$ cat config.mk
export PLATFORM = sky130hd
export DESIGN_NAME = ram_arbiter_flat
export DESIGN_NICKNAME = d
export VERILOG_FILES = /design/src/rtl/ram_arbiter_if.sv /design/src/rtl/ram_arbiter.sv /design/src/flat_wrapper.sv
export SDC_FILE = /design/constraint.sdc
export NUM_CORES = 1
export LEC_CHECK = 0
export ABC_AREA = 1
export BUFFER_PORTS_ARGS = -buffer_cell sky130_fd_sc_hd__buf_2
export CAP_MARGIN = 20
export CORE_AREA = 3 3 168 170
export DETAILED_ROUTE_END_ITERATION = 10
export DIE_AREA = 0 0 171 173
export GPL_TIMING_DRIVEN = 0
export PLACE_DENSITY = 0.57
export SLEW_MARGIN = 20
export SYNTH_ARGS = -nofsm -noshare
export SYNTH_HDL_FRONTEND = slang
export SYNTH_SLANG_ARGS = --single-unit
$ cat constraint.sdc
create_clock -name clk -period 11.05 [get_ports clk]
set_input_delay 0.5525 -clock clk [delete_from_list [all_inputs] [get_ports clk]]
set_output_delay 0.5525 -clock clk [all_outputs]
set_load 0.02 [all_outputs]
$ cat src/rtl/ram_arbiter_if.sv
// ram_arbiter_if: requester-side and RAM-side signals of the shared-RAM arbiter.
interface ram_arbiter_if #(
  parameter int NUM_PORTS = 2,
  parameter int ADDR_W    = 32,
  parameter int DATA_W    = 64
);
  logic [NUM_PORTS-1:0]        req, we, gnt, ack;
  logic [NUM_PORTS*ADDR_W-1:0] addr;
  logic [NUM_PORTS*DATA_W-1:0] wdata;
  logic                        err;
  logic [DATA_W-1:0]           rdata, ram_wdata, ram_rdata;
  logic [ADDR_W-1:0]           ram_addr;
  logic                        ram_use, ram_write, ram_read, ram_ready;
  modport slave (
    input  req, we, addr, wdata, ram_rdata, ram_ready,
    output gnt, ack, err, rdata, ram_use, ram_write, ram_read, ram_addr, ram_wdata
  );
  modport master (
    output req, we, addr, wdata, ram_rdata, ram_ready,
    input  gnt, ack, err, rdata, ram_use, ram_write, ram_read, ram_addr, ram_wdata
  );
endinterface

$ cat src/rtl/ram_arbiter.sv
// ram_arbiter: NUM_PORTS requesters onto one RAM port with wait-state timeout.
// Fixed priority (port 0 highest) by default; define RAM_ARB_RR_EN for round-robin.
module ram_arbiter #(
  parameter int NUM_PORTS = 2,
  parameter int ADDR_W    = 32,
  parameter int DATA_W    = 64,
  parameter int WAIT_MAX  = 15
) (
  input logic         clk,
  input logic         rst,
  ram_arbiter_if.slave bus
);
  localparam int PW = NUM_PORTS > 1 ? $clog2(NUM_PORTS) : 1;
  typedef enum logic [1:0] {IDLE, BUSY, DONE} state_t;
  state_t                state_q, state_d;
  logic [NUM_PORTS-1:0]  owner_q, owner_d;
  logic                  we_q, we_d, err_q, err_d;
  logic [ADDR_W-1:0]     addr_q, addr_d;
  logic [DATA_W-1:0]     wdata_q, wdata_d, rdata_q, rdata_d;
  logic [7:0]            cnt_q, cnt_d;
  logic [PW-1:0]         ptr_q;
  int                    win;
`ifdef RAM_ARB_RR_EN
  logic [PW-1:0] ptr_d;
  // pointer advances past the winner at grant time, not at completion
  assign ptr_d = (state_q == IDLE && |bus.req) ? PW'((win + 1) % NUM_PORTS) : ptr_q;
  always_ff @(posedge clk or posedge rst) begin
    if (rst) ptr_q <= '0;
    else     ptr_q <= ptr_d;
  end
`else
  assign ptr_q = '0;
`endif
  // scan downward so the first requester at or after the pointer wins
  always_comb begin
    win = 0;
    for (int i = NUM_PORTS - 1; i >= 0; i--)
      if (bus.req[(int'(ptr_q) + i) % NUM_PORTS]) win = (int'(ptr_q) + i) % NUM_PORTS;
  end
  always_comb begin
    state_d = state_q;
    owner_d = owner_q;
    we_d    = we_q;
    addr_d  = addr_q;
    wdata_d = wdata_q;
    rdata_d = rdata_q;
    err_d   = err_q;
    cnt_d   = cnt_q;
    case (state_q)
      IDLE: if (|bus.req) begin
        state_d = BUSY;
        owner_d = NUM_PORTS'(1) << win;
        we_d    = bus.we[win];
        addr_d  = bus.addr[win*ADDR_W +: ADDR_W];
        wdata_d = bus.wdata[win*DATA_W +: DATA_W];
        err_d   = 1'b0;
        cnt_d   = '0;
      end
      BUSY: begin
        cnt_d = cnt_q + 8'd1;
        if (bus.ram_ready) begin
          state_d = DONE;
          rdata_d = we_q ? rdata_q : bus.ram_rdata;
        end else if (cnt_q == 8'(WAIT_MAX - 1)) begin
          state_d = DONE;
          err_d   = 1'b1;
        end
      end
      default: state_d = IDLE;
    endcase
  end
  always_ff @(posedge clk or posedge rst) begin
    if (rst) begin
      state_q <= IDLE;
      owner_q <= '0;
      we_q    <= 1'b0;
      addr_q  <= '0;
      wdata_q <= '0;
      rdata_q <= '0;
      err_q   <= 1'b0;
      cnt_q   <= '0;
    end else begin
      state_q <= state_d;
      owner_q <= owner_d;
      we_q    <= we_d;
      addr_q  <= addr_d;
      wdata_q <= wdata_d;
      rdata_q <= rdata_d;
      err_q   <= err_d;
      cnt_q   <= cnt_d;
    end
  end
  assign bus.gnt       = state_q == BUSY ? owner_q : '0;
  assign bus.ack       = state_q == DONE ? owner_q : '0;
  assign bus.err       = state_q == DONE && err_q;
  assign bus.rdata     = rdata_q;
  assign bus.ram_use   = state_q == BUSY;
  assign bus.ram_write = state_q == BUSY && we_q;
  assign bus.ram_read  = state_q == BUSY && !we_q;
  assign bus.ram_addr  = addr_q;
  assign bus.ram_wdata = wdata_q;
endmodule

$ cat src/flat_wrapper.sv
// flat-port wrapper written by rule: the top's interface ports become plain ports
module ram_arbiter_flat 
#(
  parameter int NUM_PORTS = 2,
  parameter int ADDR_W    = 32,
  parameter int DATA_W    = 64,
  parameter int WAIT_MAX  = 15
)
  (clk, rst, bus_req, bus_we, bus_addr, bus_wdata, bus_ram_rdata, bus_ram_ready, bus_gnt, bus_ack, bus_err, bus_rdata, bus_ram_use, bus_ram_write, bus_ram_read, bus_ram_addr, bus_ram_wdata);
  ram_arbiter_if #(.NUM_PORTS(NUM_PORTS), .ADDR_W(ADDR_W), .DATA_W(DATA_W)) bus_i ();
  input logic clk;
  input logic rst;
  input wire logic [$bits(bus_i.req)-1:0] bus_req;
  input wire logic [$bits(bus_i.we)-1:0] bus_we;
  input wire logic [$bits(bus_i.addr)-1:0] bus_addr;
  input wire logic [$bits(bus_i.wdata)-1:0] bus_wdata;
  input wire logic [$bits(bus_i.ram_rdata)-1:0] bus_ram_rdata;
  input wire logic [$bits(bus_i.ram_ready)-1:0] bus_ram_ready;
  output wire logic [$bits(bus_i.gnt)-1:0] bus_gnt;
  output wire logic [$bits(bus_i.ack)-1:0] bus_ack;
  output wire logic [$bits(bus_i.err)-1:0] bus_err;
  output wire logic [$bits(bus_i.rdata)-1:0] bus_rdata;
  output wire logic [$bits(bus_i.ram_use)-1:0] bus_ram_use;
  output wire logic [$bits(bus_i.ram_write)-1:0] bus_ram_write;
  output wire logic [$bits(bus_i.ram_read)-1:0] bus_ram_read;
  output wire logic [$bits(bus_i.ram_addr)-1:0] bus_ram_addr;
  output wire logic [$bits(bus_i.ram_wdata)-1:0] bus_ram_wdata;
  assign bus_i.req = bus_req;
  assign bus_i.we = bus_we;
  assign bus_i.addr = bus_addr;
  assign bus_i.wdata = bus_wdata;
  assign bus_i.ram_rdata = bus_ram_rdata;
  assign bus_i.ram_ready = bus_ram_ready;
  assign bus_gnt = bus_i.gnt;
  assign bus_ack = bus_i.ack;
  assign bus_err = bus_i.err;
  assign bus_rdata = bus_i.rdata;
  assign bus_ram_use = bus_i.ram_use;
  assign bus_ram_write = bus_i.ram_write;
  assign bus_ram_read = bus_i.ram_read;
  assign bus_ram_addr = bus_i.ram_addr;
  assign bus_ram_wdata = bus_i.ram_wdata;
  ram_arbiter #(.NUM_PORTS(NUM_PORTS), .ADDR_W(ADDR_W), .DATA_W(DATA_W), .WAIT_MAX(WAIT_MAX)) u_core (.clk(clk), .rst(rst), .bus(bus_i));
endmodule
==> results.md, run 1 <==
- The run finished with clean final reports.
- The maximum VDD drop is ~0.13 mV.
- The setup-violating endpoint count in the final report is 0.
- Of the total synthesized cell area, the portion taken by XOR and XNOR cells is 0.
- For this run, the leading register cell type out of synthesis is sky130_fd_sc_hd__dfrtp_1.
- The cell family contributing the most delay on the critical path is buffers and inverters.
- The filler cells instantiated in the layout total 2,889.
- The slowest cell on the critical path is sky130_fd_sc_hd__clkbuf_1.
- Power comes to about 0.0031 W.
- The floorplan die area is between 0.02 and 0.03 mm^2.
- The hold violation total from the final report is 0.
- The power per cell area is roughly 290 mW/mm^2.
- The final HPWL from detailed placement is approximately 22,000 um.
- The fraction of the mapped netlist area in simple logic gates is 0.352.
- Data on the critical path is required at its endpoint by 10,500 ps.
- The clock reaches the later pin of the worst-skew pair after 430 ps.
- The clock-pin transition on the worst setup and hold timing paths is ~80 ps.
- The share of synthesized flip-flops with an asynchronous set or reset is 1.00.
- The number of iterations in the first detailed-routing pass is 4.
- The clock passes through at most 2 buffers.
- The final clock skew is about 14 ps.
- The worst min-delay path class is input port to async pin.
- The mapped netlist covers between 0.007 and 0.008 mm^2.
- Dividing the detail-routed wire length by the instance count gives roughly 17 um.
- The slew of the pin with the lowest slew margin is between 600 and 700 ps.
- The worst setup path is captured at an output port.
- The number of antenna violations at the first check in global routing came to 4.
- The combinational family with the most area after synthesis is simple AND/OR/NAND/NOR gates.
- The CTS sink count is around 170.
- The area share of fa/ha/maj cells after synthesis is 0.00340.
- On the worst path, the slowest cell contributes a delay of between 400 and 500 ps.
- The total of hold buffers inserted after clock tree synthesis is 0.
- Along the worst path, the maximum fanout reaches 10.
- The final cycle utilization of the critical path is 0.228.
- The vias after detailed routing is about 7,500.
- Walking the worst path, the cells encountered are inv_1 -> nand2_2 -> nor2_2 -> clkbuf_1 -> buf_2.
- The last weighted congestion value of the routability-driven placer is between 0.8 and 0.9.
- The share of the synthesized area in compound gates (AO/OA/AOI/OAI) was 0.0121.
- The final layout contains routed wiring with a total length of 28,000 um.
- TritonCTS built the clock tree.
- Yosys mapped a number of flops with a built-in enable equal to 0.
- Each instance of the synthesized netlist takes up on average ~8.3 um^2.
- Yosys instantiated no cell more often than sky130_fd_sc_hd__nand2_1.
- Setup repair after global routing left no endpoint under its margin.
- The layout cell share with drive strength beyond 1 is 0.372.
- Dividing the detail-routed via count by the number of cells gives 4.46.
- The first global-routing pass estimated 42,000 um of wire.
- The horizontal die dimension is between 150 and 200 um.
- The H-tree was split into 4 levels.
- The via count of the first global-routing pass is approximately 7,600.
- By startpoint and endpoint, the worst setup path is classified as flip-flop to output port.
- Derived from the worst setup path, the maximum achievable clock frequency is ~400 MHz.
- The worst setup path is launched from a flip-flop.
- The initial utilization of the core area, before any placement, comes to 0.274.
- The floorplan has 60 rows.
- The total I/O pin count is between 400 and 500.
- The sequential cells in the finished layout cover a total of approximately 0.0044 mm^2.
- The count of unique library cells instantiated by Yosys is 24.
- The region available for standard cell placement spans 0.0269 mm^2.
- The net count after synthesis is ~1,200.
- Together, buffers and inverters on the worst path number 3.
- The post-synthesis mux area share is 0.
- After clock tree synthesis, the repair step resized 0 gates.
- The smallest clock period supported by the final layout is computed as ~2500 ps.
- Yosys printed 0 warnings.
- The worst path arrival time is 1970 ps.
- After the first detailed-routing iteration, the DRC count stood at approximately 370.
- After synthesis, the cell types taking the most area are sky130_fd_sc_hd__dfrtp_1, sky130_fd_sc_hd__nand2_1, sky130_fd_sc_hd__nand3_1.
- The area taken by multi-input logic gates is around 0.0027 mm^2.
- After detailed routing, the number of remaining DRC violations is 0.
- The sum of overflow across all layers after global routing is 0.
- Once detail routing completed, the nets flagged for antenna violations numbered 0.
- The y dimension of the die is ~170 um.
- The cell count after synthesis came out at 887.
- The max-capacitance violation count is 0.
- The number of buffers added by the clock tree synthesis step is 17.
- The port buffer count is around 430.
- For this run, the total global-route usage over all layers was measured as 0.182.
- The portion of synthesized cell area occupied by the leading cell type is 0.591.
- The share of the core filled with cells is 0.395.
- Counting instances in the post-synthesis netlist gives the leading cell types as sky130_fd_sc_hd__nand2_1, sky130_fd_sc_hd__dfrtp_1, sky130_fd_sc_hd__nand3_1.
- Entering global routing, the biggest net connects between 90 and 100 pins.
- The growth of design area from synthesis to finish is 43.8%.
- Summed over all instances, the cell type with the most area after synthesis is sky130_fd_sc_hd__dfrtp_1.
- The count of buffers added by post-CTS timing repair for setup is 0.
- Of the synthesized area, sequential elements account for 0.591.
- Clock tree synthesis selected as its root buffer the cell sky130_fd_sc_hd__clkbuf_16.
- The final number of max-transition violations came to 0.
- The number of nets at the end of the flow is about 1,600.
- Headroom to the max-slew limit came out at 0.546.
- Adding up every negative setup slack in the final design gives 0 ps.
- In this run the static leakage power is between 5 and 6 nW.
- Counting flops and latches in the post-synthesis netlist gives around 170.
==> metrics by stage <==
step                hold slack (ps)  instances  instance area, um^2  setup slack, ps
global placement                448       1657                 9940             3390
CTS                             248       1690                10600             8450
floorplan                       441        887                 7370             5780
detailed placement              453       1658                 9980             8930
global route                    279       1691                10600             8340
finish                          239       1693                10600             8530
==> path summary, 6_finish.rpt <==
kind / to / slack [ps] / start / depth (start not counted)
max: bus_ram_read / 8530 / u_core.state_q[1] / 5
min in group clk: u_core.bus.ram_wdata[26] / 320 / bus_wdata[90] / 3
max in group asynchronous: u_core.cnt_q[4] / 9960 / rst / 3
max reg2reg: u_core.bus.ram_wdata[14] / 9270 / u_core.state_q[0] / 7
min reg2reg: u_core.bus.rdata[14] / 470 / u_core.bus.rdata[14] / 2
min: u_core.bus.ram_addr[14] / 240 / rst / 2
==> cell type report <==
cell class                 instances  area share
buffer                            53      0.0245
antenna                            3    0.000708
clock inverter                    15      0.0179
timing repair buffer             430       0.205
clock buffer                      17      0.0401
tap                              341      0.0402
multi-input combinational        647       0.255
sequential                       174       0.411
inverter                          13     0.00531
==> kinds of logic after synthesis <==
| family | after synthesis |
|---|---|
| adder cells (fa/ha/maj) | 2 |
| flip-flops | 174 |
| AND/OR/NAND/NOR | 629 |
| buffers and inverters | 66 |
| AO/OA/AOI/OAI | 16 |
==> sequential cells by signal (all words and copies together), names as in the netlist <==
signal,flops
u_core.bus.ram_wdata,64
u_core.bus.rdata,64
u_core.state_q,2
u_core.owner_q,2
u_core.err_q,1
u_core.cnt_q,8
u_core.we_q,1
u_core.bus.ram_addr,32
==> placed cells by master, fill, tap and decap left out, drive strengths merged <==
cell | netlist | final
ha | 2 | 2
o211ai | 1 | 1
buf | 34 | 464
nor2 | 18 | 18
a21oi | 7 | 7
inv | 12 | 19
clkinv | 1 | 6
clkbuf | 19 | 36
diode | 0 | 3
or2 | 1 | 1
dfrtp | 174 | 174
bufinv | 0 | 1
o21ai | 7 | 7
o21bai | 1 | 1
nand2 | 439 | 439
nand4 | 1 | 1
nand3 | 170 | 170
clkinvlp | 0 | 2
==> where the power goes <==
group | switching (W) | internal, W | leakage [nW]
clock network | 0.000305 | 0.000328 | 0.295
registers | 0.000154 | 0.000928 | 2.17
logic | 0.000951 | 0.000455 | 3.50
total | 0.00141 | 0.00171 | 5.97
==> metal layers <==
metal  vias to the layer above  wire length, um  global-route usage
met5                         -               11                   0
met4                         2              671              0.0630
met3                        37             2400              0.0553
met2                       311            13500               0.314
met1                      3475            11400               0.214
li1                       3724                -                   -
Note: power is estimated with default switching activity, not from simulation.
==> inputs of run 2 (changes only) <==
- ABC_AREA: 1 -> 0
- CORE_AREA: 3 3 168 170 -> 3 3 166 168
- DIE_AREA: 0 0 171 173 -> 0 0 169 171
- PLACE_DENSITY: 0.57 -> 0.59
- clock period: 11.05 -> 2.5 ns (I/O delays scaled with it)
==> run 2 against run 1 <==
Worst setup slack got worse by 8400 ps. Critical path depth rose by 1. Critical path type is now flip-flop to flip-flop. Clock-buffer cell count is 2 higher. Synthesized cell count is 40% lower. Register-to-register slack got worse by 9100 ps. First-iteration DRC count decreased by 17%.
==> results.md, run 2 <==
- The flow ran to the end, and the final reports show no timing, DRC or antenna violations.
- The floorplan die area was 0.0289 mm^2 (-2.3%).
- The net count after synthesis is 795 (-31%).
- The switching share of total power was 0.396 (-0.0561).
- The count of buffer and inverter cells on the critical path is 3 (unchanged).
- The number of buffers added by the clock tree synthesis step is 17 (unchanged).
- In the post-synthesis netlist, the cell with the most instances is sky130_fd_sc_hd__dfrtp_1.
- The final cycle utilization of the critical path is 0.942.
- The port buffer count is 430 (+0.23%).
- The last weighted congestion value of the routability-driven placer came to 0.781 (-4.7%).
- The relative slew slack is 0.408 (-0.138).
- The buffer levels on the longest clock path came to 2 (unchanged).
- The top fanout value on the critical path is 10 (unchanged).
- The register-to-register path setup slack is 150 ps (-9120 ps).
- The slew of the pin with the lowest slew margin is 888 ps (+207 ps).
- The instance count of the mapped netlist came to 530 (-40%).
- The number of antenna-violating nets in the routed design came to 0 (unchanged).
- The worst path arrival time is 2720 ps (+750 ps).
- The setup slack after placement came to 311 ps (-8610 ps).
- The vias per cell is 4.65 (+4.3%).
- The count of unique library cells instantiated by Yosys came to 37 (+54%).
- Sorting the synthesized cells by area gives the leading types as sky130_fd_sc_hd__dfrtp_1, sky130_fd_sc_hd__a221o_1, sky130_fd_sc_hd__mux2_4.
- The sum of overflow across all layers after global routing was 0 (unchanged).
- STA classifies the critical path endpoint as a flip-flop.
- The startpoint kind of the worst setup timing path is a flip-flop.
- The max-capacitance violation count came to 0 (unchanged).
- The layout cell share with drive strength beyond 1 is 0.447 (+0.0748).
- The count of cells along the worst hold path is 3.
- The pin count of the biggest net entering global routing came to 33 (-66%).
- The final routed DRC violation total was 0 (unchanged).
- The final HPWL from detailed placement was 20,000 um (-7.5%).
- The largest individual stage delay along the critical path comes from the cell sky130_fd_sc_hd__dlygate4sd3_1.
- The clock-pin transition on the worst setup and hold timing paths came to 80 ps (about the same).
- The leakage component of the power is 6.57 nW (+10%).
- Walking the worst path, the cells encountered are nor2_2 -> and2_1 -> buf_2 -> clkbuf_1 -> a221o_1 -> dlygate4sd3_1.
- The number of H-tree levels is 4 (unchanged).
- The length in cells of the worst reg-to-reg path came to 6 (-1).
- The largest total area in the synthesized netlist belongs to sky130_fd_sc_hd__dfrtp_1.
- The register share of total power is 0.329 (-0.018).
- The total internal power is 0.00919 W (+440%).
- The final number of max-transition violations is 0 (unchanged).
- The count of flip-flops with a built-in enable after synthesis was 0 (unchanged).
- The top cell types in the final layout, fill and taps aside, are sky130_fd_sc_hd__buf_2, sky130_fd_sc_hd__dlygate4sd3_1, sky130_fd_sc_hd__dfrtp_1, sky130_fd_sc_hd__and2_1, sky130_fd_sc_hd__a221o_1.
- The category of cells accounting for the largest share of critical-path delay is buffers and inverters.
- The final critical-path required period is between 2000 and 2500 ps.
- Setup repair after global routing left no endpoint under its margin.
- The logic depth of the worst path, buffers included came to 6 (+1).
- The type of the setup path with the least slack is flip-flop to flip-flop.
- The total routing usage reported by global routing is 0.192 (+0.0100).
- The beginning of the worst register-to-register path is u_core.state_q[1].
- The flip-flop and latch count after synthesis is 174 (unchanged).
- The placeable core area is 0.0261 mm^2 (-3.0%).
- The CTS sink count came to 174 (unchanged).
- The number of warnings issued by yosys is 0 (unchanged).
- Leaving out fill and tap cells, the most frequent cell in the layout is sky130_fd_sc_hd__buf_2.
- The most used flip-flop cell after synthesis is sky130_fd_sc_hd__dfrtp_1.
- The switching component of the power is 0.00601 W (+330%).
- The first element of the critical path is u_core.state_q[1].
- The endpoint with the worst hold slack is u_core.bus.ram_wdata[29].
- The total I/O pin count is 431 (unchanged).
- The violation count after the first detailed-route iteration is 312 (-17%).
- The via count of the first global-routing pass is 7,950 (+5.1%).
- The number of antenna violations at the first check in global routing is 4 (unchanged).
- The vias after detailed routing came to 7,315 (-3.1%).
- The growth of design area from synthesis to finish is 74.8%.
- The number of nets at the end of the flow is 1,486 (-7.2%).
- The part of the Yosys area used for sequential elements is 0.576 (-0.0148).
- In the synthesized netlist, the cells that appear most often are sky130_fd_sc_hd__dfrtp_1, sky130_fd_sc_hd__and2_1, sky130_fd_sc_hd__a221o_1.
- In this run the worst hold path is classified as input port to flip-flop.
- The hold violation total from the final report is 0 (unchanged).
- The first-pass GRT wire length was 43,800 um (+4.3%).
- The setup-violating endpoint count in the final report is 0 (unchanged).
- The worst register-to-register path ends at u_core.bus.ram_wdata[54].
- The part of the power in the clock network is 0.173 (-0.030).
- The count of standard-cell rows was 59 (-1.7%).
- The share of the core filled with cells was 0.507 (+0.112).
- The portion of synthesized cell area occupied by the leading cell type is 0.576 (-0.0148).
- The maximum VDD drop is 0.737 mV (+480%).
- The clock network latency to the later pin of the worst-skew pair is 430 ps (about the same).
- The power per cell area is 1150 mW/mm^2 (+290%).
- The horizontal die dimension is 169 um (-1.2%).
- The CTS tree is built.
- The y dimension of the die is 171 um (-1.2%).
- The total standard cell area after synthesis is 0.00756 mm^2 (+2.6%).
- The highest attainable clock frequency is approximately 420 MHz.
- The number of iterations in the first detailed-routing pass is 5 (+1).
- The worst setup slack after layout is 145 ps (-8380 ps).
- The tree is rooted in a sky130_fd_sc_hd__clkbuf_16.
- The final clock skew was 15.4 ps (+1.64 ps).
- The largest stage delay on the critical path is 560 ps (+70 ps).
- The average detailed-routed wire length per instance is 18.4 um (+11%).
- The synthesized area divided by synthesized cell count is 14.3 um^2 (+72%).
- The total wire length after detailed routing is 28,900 um (+3.2%).
- The data required time at the worst endpoint is 2870 ps (-7630 ps).
- The starting density of the core is 0.290 (+0.0158).
- The share of power burned in combinational logic is 0.498 (+0.048).
- The startpoint identified for the worst hold timing path is bus_wdata[93].
- The share of synthesized flip-flops with an asynchronous set or reset is 1.00 (unchanged).
-- run 2: cell count changes in the layout (fill, tap and decap cells not counted), moves of 6 or more --
cell	previous run	this run
sky130_fd_sc_hd__inv_8	8	2
sky130_fd_sc_hd__buf_12	0	12
sky130_fd_sc_hd__and2_1	0	104
sky130_fd_sc_hd__inv_1	10	3
sky130_fd_sc_hd__dlygate4sd3_1	0	235
sky130_fd_sc_hd__mux2_4	0	60
sky130_fd_sc_hd__a221o_1	0	97
sky130_fd_sc_hd__buf_2	454	436
sky130_fd_sc_hd__nand2_1	438	4
sky130_fd_sc_hd__buf_4	6	0
sky130_fd_sc_hd__nand3_1	170	0
sky130_fd_sc_hd__a21oi_1	7	1
sky130_fd_sc_hd__nor2_1	15	4
-- run 2: logic make-up after synthesis --
logic type,after synthesis,share of synthesized area
simple gates,126,0.106
flops,174,0.576
mux,67,0.129
buf+inv,44,0.0389
compound gates,117,0.146
fa+ha+maj,2,0.00331
-- run 2: metal layers --
| layer | GRT usage | vias to the layer above | part of all wire |
|---|---|---|---|
| li1 | - | 3375 | - |
| met2 | 0.333 | 339 | 0.50 |
| met4 | 0.0688 | 2 | 0.025 |
| met1 | 0.224 | 3550 | 0.40 |
| met5 | 0 | - | 0.00024 |
| met3 | 0.0626 | 49 | 0.082 |
-- run 2: worst max path at each step --
stage,to
after floorplan,u_core.bus.ram_addr[0]
after detailed placement,u_core.bus.ram_wdata[0]
final,u_core.bus.ram_wdata[54]
after global placement,u_core.bus.ram_wdata[62]
after CTS,u_core.bus.ram_wdata[56]
after global routing,u_core.bus.ram_wdata[54]
-- run 2: layout make-up --
cell class | instances | area [um^2]
fill | 2271 | 12800
timing repair buffer | 672 | 4650
sequential | 174 | 4350
multi-input combinational | 312 | 2910
clock buffer | 19 | 433
tap | 335 | 419
buffer | 40 | 283
clock inverter | 12 | 128
inverter | 4 | 18.8
antenna | 5 | 12.5
-- run 2: tightest hold or removal path: stages --
cell	delay, ps
sky130_fd_sc_hd__buf_2	80
sky130_fd_sc_hd__and2_1	110
sky130_fd_sc_hd__a221o_1	100
-- run 2: power by group through the flow --
| stage | Combinational (W) | Sequential, W | Clock [W] |
|---|---|---|---|
| after floorplan | 0.00276 | 0.00650 | 0 |
| after global placement | 0.00668 | 0.00496 | 0 |
| after detailed placement | 0.00675 | 0.00497 | 0 |
| after CTS | 0.00755 | 0.00497 | 0.00271 |
| after global routing | 0.00807 | 0.00516 | 0.00283 |
| final | 0.00757 | 0.00501 | 0.00263 |
-- run 2: metrics by stage --
step,instance area (um^2),setup TNS [ps],std cells,total power [W],hold slack (ps)
after floorplan,7560,0,530,0.00926,224
after global placement,10100,-178360,1295,0.0116,346
after detailed placement,10300,0,1301,0.0117,120
after CTS,13200,0,1566,0.0152,1.14
after global routing,13200,0,1571,0.0161,2.24
final,13200,0,1573,0.0152,18.3
-- run 2: repair_timing --
item | CTS | global route
buffers inserted | 0 | 1
hold buffers | 234 | 1
endpoints found under the setup margin | 0 | 38
resized for setup | 0 | 6
endpoints found under the hold margin | 219 | 1
==> inputs of run 3 (changes only) <==
- BUFFER_PORTS_ARGS: -buffer_cell sky130_fd_sc_hd__buf_2 -> -buffer_cell sky130_fd_sc_hd__buf_4
- CELL_PAD_IN_SITES_DETAIL_PLACEMENT: not set -> 1
- CELL_PAD_IN_SITES_GLOBAL_PLACEMENT: not set -> 2
- CORE_AREA: 3 3 166 168 -> not set
- CORE_MARGIN: not set -> 3
- CORE_UTILIZATION: not set -> 27
- DIE_AREA: 0 0 169 171 -> not set
- PLACE_DENSITY: 0.59 -> 0.83
==> run 3 against run 2 <==
Core utilization grew 1.3 points. Clock power is essentially flat. Sequential share of layout area shrank 2.2 points. Final area grew 7.3%. Final cell count grew 1.3%. Fmax grew 1.3%. Sequential power grew 3%. Total power grew 6.2%. Flip-flop and latch count is the same.
==> results.md, run 3 (same netlist as run 2, synthesis figures left out) <==
- The run finished with clean final reports.
- The power per cell area is 1140 mW/mm^2 (-0.98%).
- The highest attainable clock frequency came to 430 MHz (+1.3%).
- The buffer levels on the longest clock path was 2 (unchanged).
- The vias after detailed routing is 7,457 (+1.9%).
- The start point of the worst hold path is bus_wdata[118].
- The most common cell after layout, fill and taps aside is sky130_fd_sc_hd__buf_4.
- The final routed DRC violation total is 0 (unchanged).
- The number of nets at the end of the flow is 1,473 (-0.87%).
- The share of the core filled with cells is 0.520 (+0.0131).
- The final critical-path required period is 2320 ps (-30.5 ps).
- The layout cell share with drive strength beyond 1 is 0.454 (+0.00722).
- The via count of the first global-routing pass was 8,806 (+11%).
- The CTS sink count is 174 (unchanged).
- CTS placed an instance of sky130_fd_sc_hd__clkbuf_16 at the clock tree root.
- TritonCTS built the clock tree.
- The starting density of the core is 0.277 (-0.0127).
- The number of iterations in the first detailed-routing pass is 4 (-1).
- The capturing element type of the critical path is a flip-flop.
- The type of the setup path with the least slack is flip-flop to flip-flop.
- The total wire length after detailed routing came to 34,800 um (+21%).
- The placeable core area is 0.0273 mm^2 (+4.6%).
- The max-capacitance violation count came to 0 (unchanged).
- The horizontal die dimension is 173 um (+2.6%).
- The count of standard-cell rows is 60 (+1.7%).
- The number of fill cells was 2,861 (+26%).
- The clock-pin transition on the worst setup and hold timing paths was 80 ps (about the same).
- The number of buffers added by the clock tree synthesis step is 17 (unchanged).
- The worst setup path is launched from a flip-flop.
- The pin count of the biggest net entering global routing is 32 (-3.0%).
- The routed wire length on met2 came to 17,700 um (+23%).
- The total routing usage reported by global routing came to 0.228 (+0.0361).
- The top cell types in the final layout, fill and taps aside, are sky130_fd_sc_hd__buf_4, sky130_fd_sc_hd__dlygate4sd3_1, sky130_fd_sc_hd__dfrtp_1, sky130_fd_sc_hd__and2_1, sky130_fd_sc_hd__a221o_1.
- The y dimension of the die is 173 um (+1.4%).
- The last weighted congestion value of the routability-driven placer is 0.774 (-0.97%).
- The port buffer count was 430 (unchanged).
- The final cycle utilization of the critical path is 0.930 (-0.0122).
- The beginning of the worst register-to-register path is u_core.state_q[0].
- The floorplan die area was 0.0300 mm^2 (+4.0%).
- The final number of max-transition violations is 0 (unchanged).
- The slew of the pin with the lowest slew margin was 666 ps (-223 ps).
- The average detailed-routed wire length per instance is 21.9 um (+19%).
- The final clock skew was 10.1 ps (-5.30 ps).
- Tracing the worst setup path back leads to its startpoint at u_core.state_q[0].
- The highest routing layer actually used is met4.
- The final setup TNS is 0 ps (unchanged).
- The data required time at the worst endpoint came to 2800 ps (-70 ps).
- Setup repair after global routing left no endpoint under its margin.
- The first-pass GRT wire length is 53,400 um (+22%).
- The relative slew slack is 0.555 (+0.148).
- The worst hold slack is 15.9 ps (-2.41 ps).
- In this run the worst hold path is classified as input port to flip-flop.
- The number of antenna-violating nets in the routed design is 0 (unchanged).
- The top fanout value on the critical path was 10 (unchanged).
- The number of antenna violations at the first check in global routing is 1 (-3).
- The clock network latency to the later pin of the worst-skew pair is 420 ps (about the same).
- The worst path arrival time is 2620 ps (-100 ps).
- The vias per cell was 4.68 (+0.66%).
- The routed length on met3 is 2330 um (-2.2%).
- The number of H-tree levels is 4 (unchanged).
- The final HPWL from detailed placement is 22,700 um (+13%).
- The setup-violating endpoint count in the final report is 0 (unchanged).
- The total I/O pin count was 431 (unchanged).
- The sum of overflow across all layers after global routing was 0 (unchanged).
- The hold violation total from the final report is 0 (unchanged).
- The routed metal-1 wirelength is 13,900 um (+21%).
- The maximum VDD drop is 0.511 mV (-31%).
- The growth of design area from synthesis to finish is 87.5%.
- The leakage component of the power came to 6.84 nW (+4.0%).
- The violation count after the first detailed-route iteration is 324 (+3.8%).
-- run 3: cell type report --
| type | instances | area, um^2 | area share |
|---|---|---|---|
| Clock inverter | 12 | 104 | 0.00733 |
| Sequential cell | 174 | 4350 | 0.307 |
| Buffer | 40 | 284 | 0.0200 |
| Antenna cell | 1 | 2.50 | 0.000177 |
| Multi-Input combinational cell | 312 | 2910 | 0.205 |
| Inverter | 4 | 18.8 | 0.00132 |
| Clock buffer | 19 | 443 | 0.0313 |
| Tap cell | 372 | 465 | 0.0328 |
| Timing Repair Buffer | 659 | 5590 | 0.394 |
-- run 3: per-stage QoR --
stage          std cells  power, W  instance area [um^2]  setup slack [ps]
2_1_floorplan        530   0.00926                  7560               150
3_3_place_gp        1332    0.0126                 11300             -1180
3_5_place_dp        1338    0.0128                 11400               377
4_1_cts             1590    0.0160                 14200              20.5
5_1_grt             1593    0.0170                 14200              67.5
6_report            1593    0.0162                 14200               176
-- run 3: final timing paths --
| path | endpoint | slack (ps) | cells past startpoint |
|---|---|---|---|
| setup / recovery | u_core.bus.ram_wdata[46] | 180 | 6 |
| hold / removal | u_core.bus.ram_wdata[54] | 20 | 3 |
| setup reg to reg | u_core.bus.ram_wdata[46] | 180 | 6 |
| hold reg to reg | u_core.cnt_q[7] | 480 | 1 |
| max in group asynchronous | u_core.bus.ram_wdata[28] | 1320 | 5 |
| min in group asynchronous | u_core.bus.ram_wdata[2] | 360 | 3 |
-- run 3: per-layer routing --
metal / vias to the layer above / global-route usage
met3: 54 / 0.0618
met1: 3735 / 0.268
met2: 326 / 0.403
li1: 3342 / -
met4: 0 / 0.0764
met5: - / 0
-- run 3: report_power, final --
group | total, W | internal [W] | leakage (nW) | switching [W]
Sequential | 0.00515 | 0.00417 | 2.13 | 0.000982
Clock | 0.00262 | 0.00132 | 0.259 | 0.00130
Combinational | 0.00838 | 0.00423 | 4.45 | 0.00415
Total | 0.0162 | 0.00973 | 6.84 | 0.00643
-- run 3: critical path, cell delays in order, from the launching register on --
cell	delay, ps
sky130_fd_sc_hd__dfrtp_1	530
sky130_fd_sc_hd__nor2_2	100
sky130_fd_sc_hd__and2_1	160
sky130_fd_sc_hd__buf_2	200
sky130_fd_sc_hd__clkbuf_2	250
sky130_fd_sc_hd__a221o_1	380
sky130_fd_sc_hd__dlygate4sd3_1	570
-- run 3: what timing repair did --
action | 4_1_cts | 5_1_grt
gates resized for setup | 0 | 8
buffers inserted | 0 | 2
hold buffers | 221 | 0
endpoints found under the hold margin | 188 | 0
setup endpoints to repair | 0 | 17
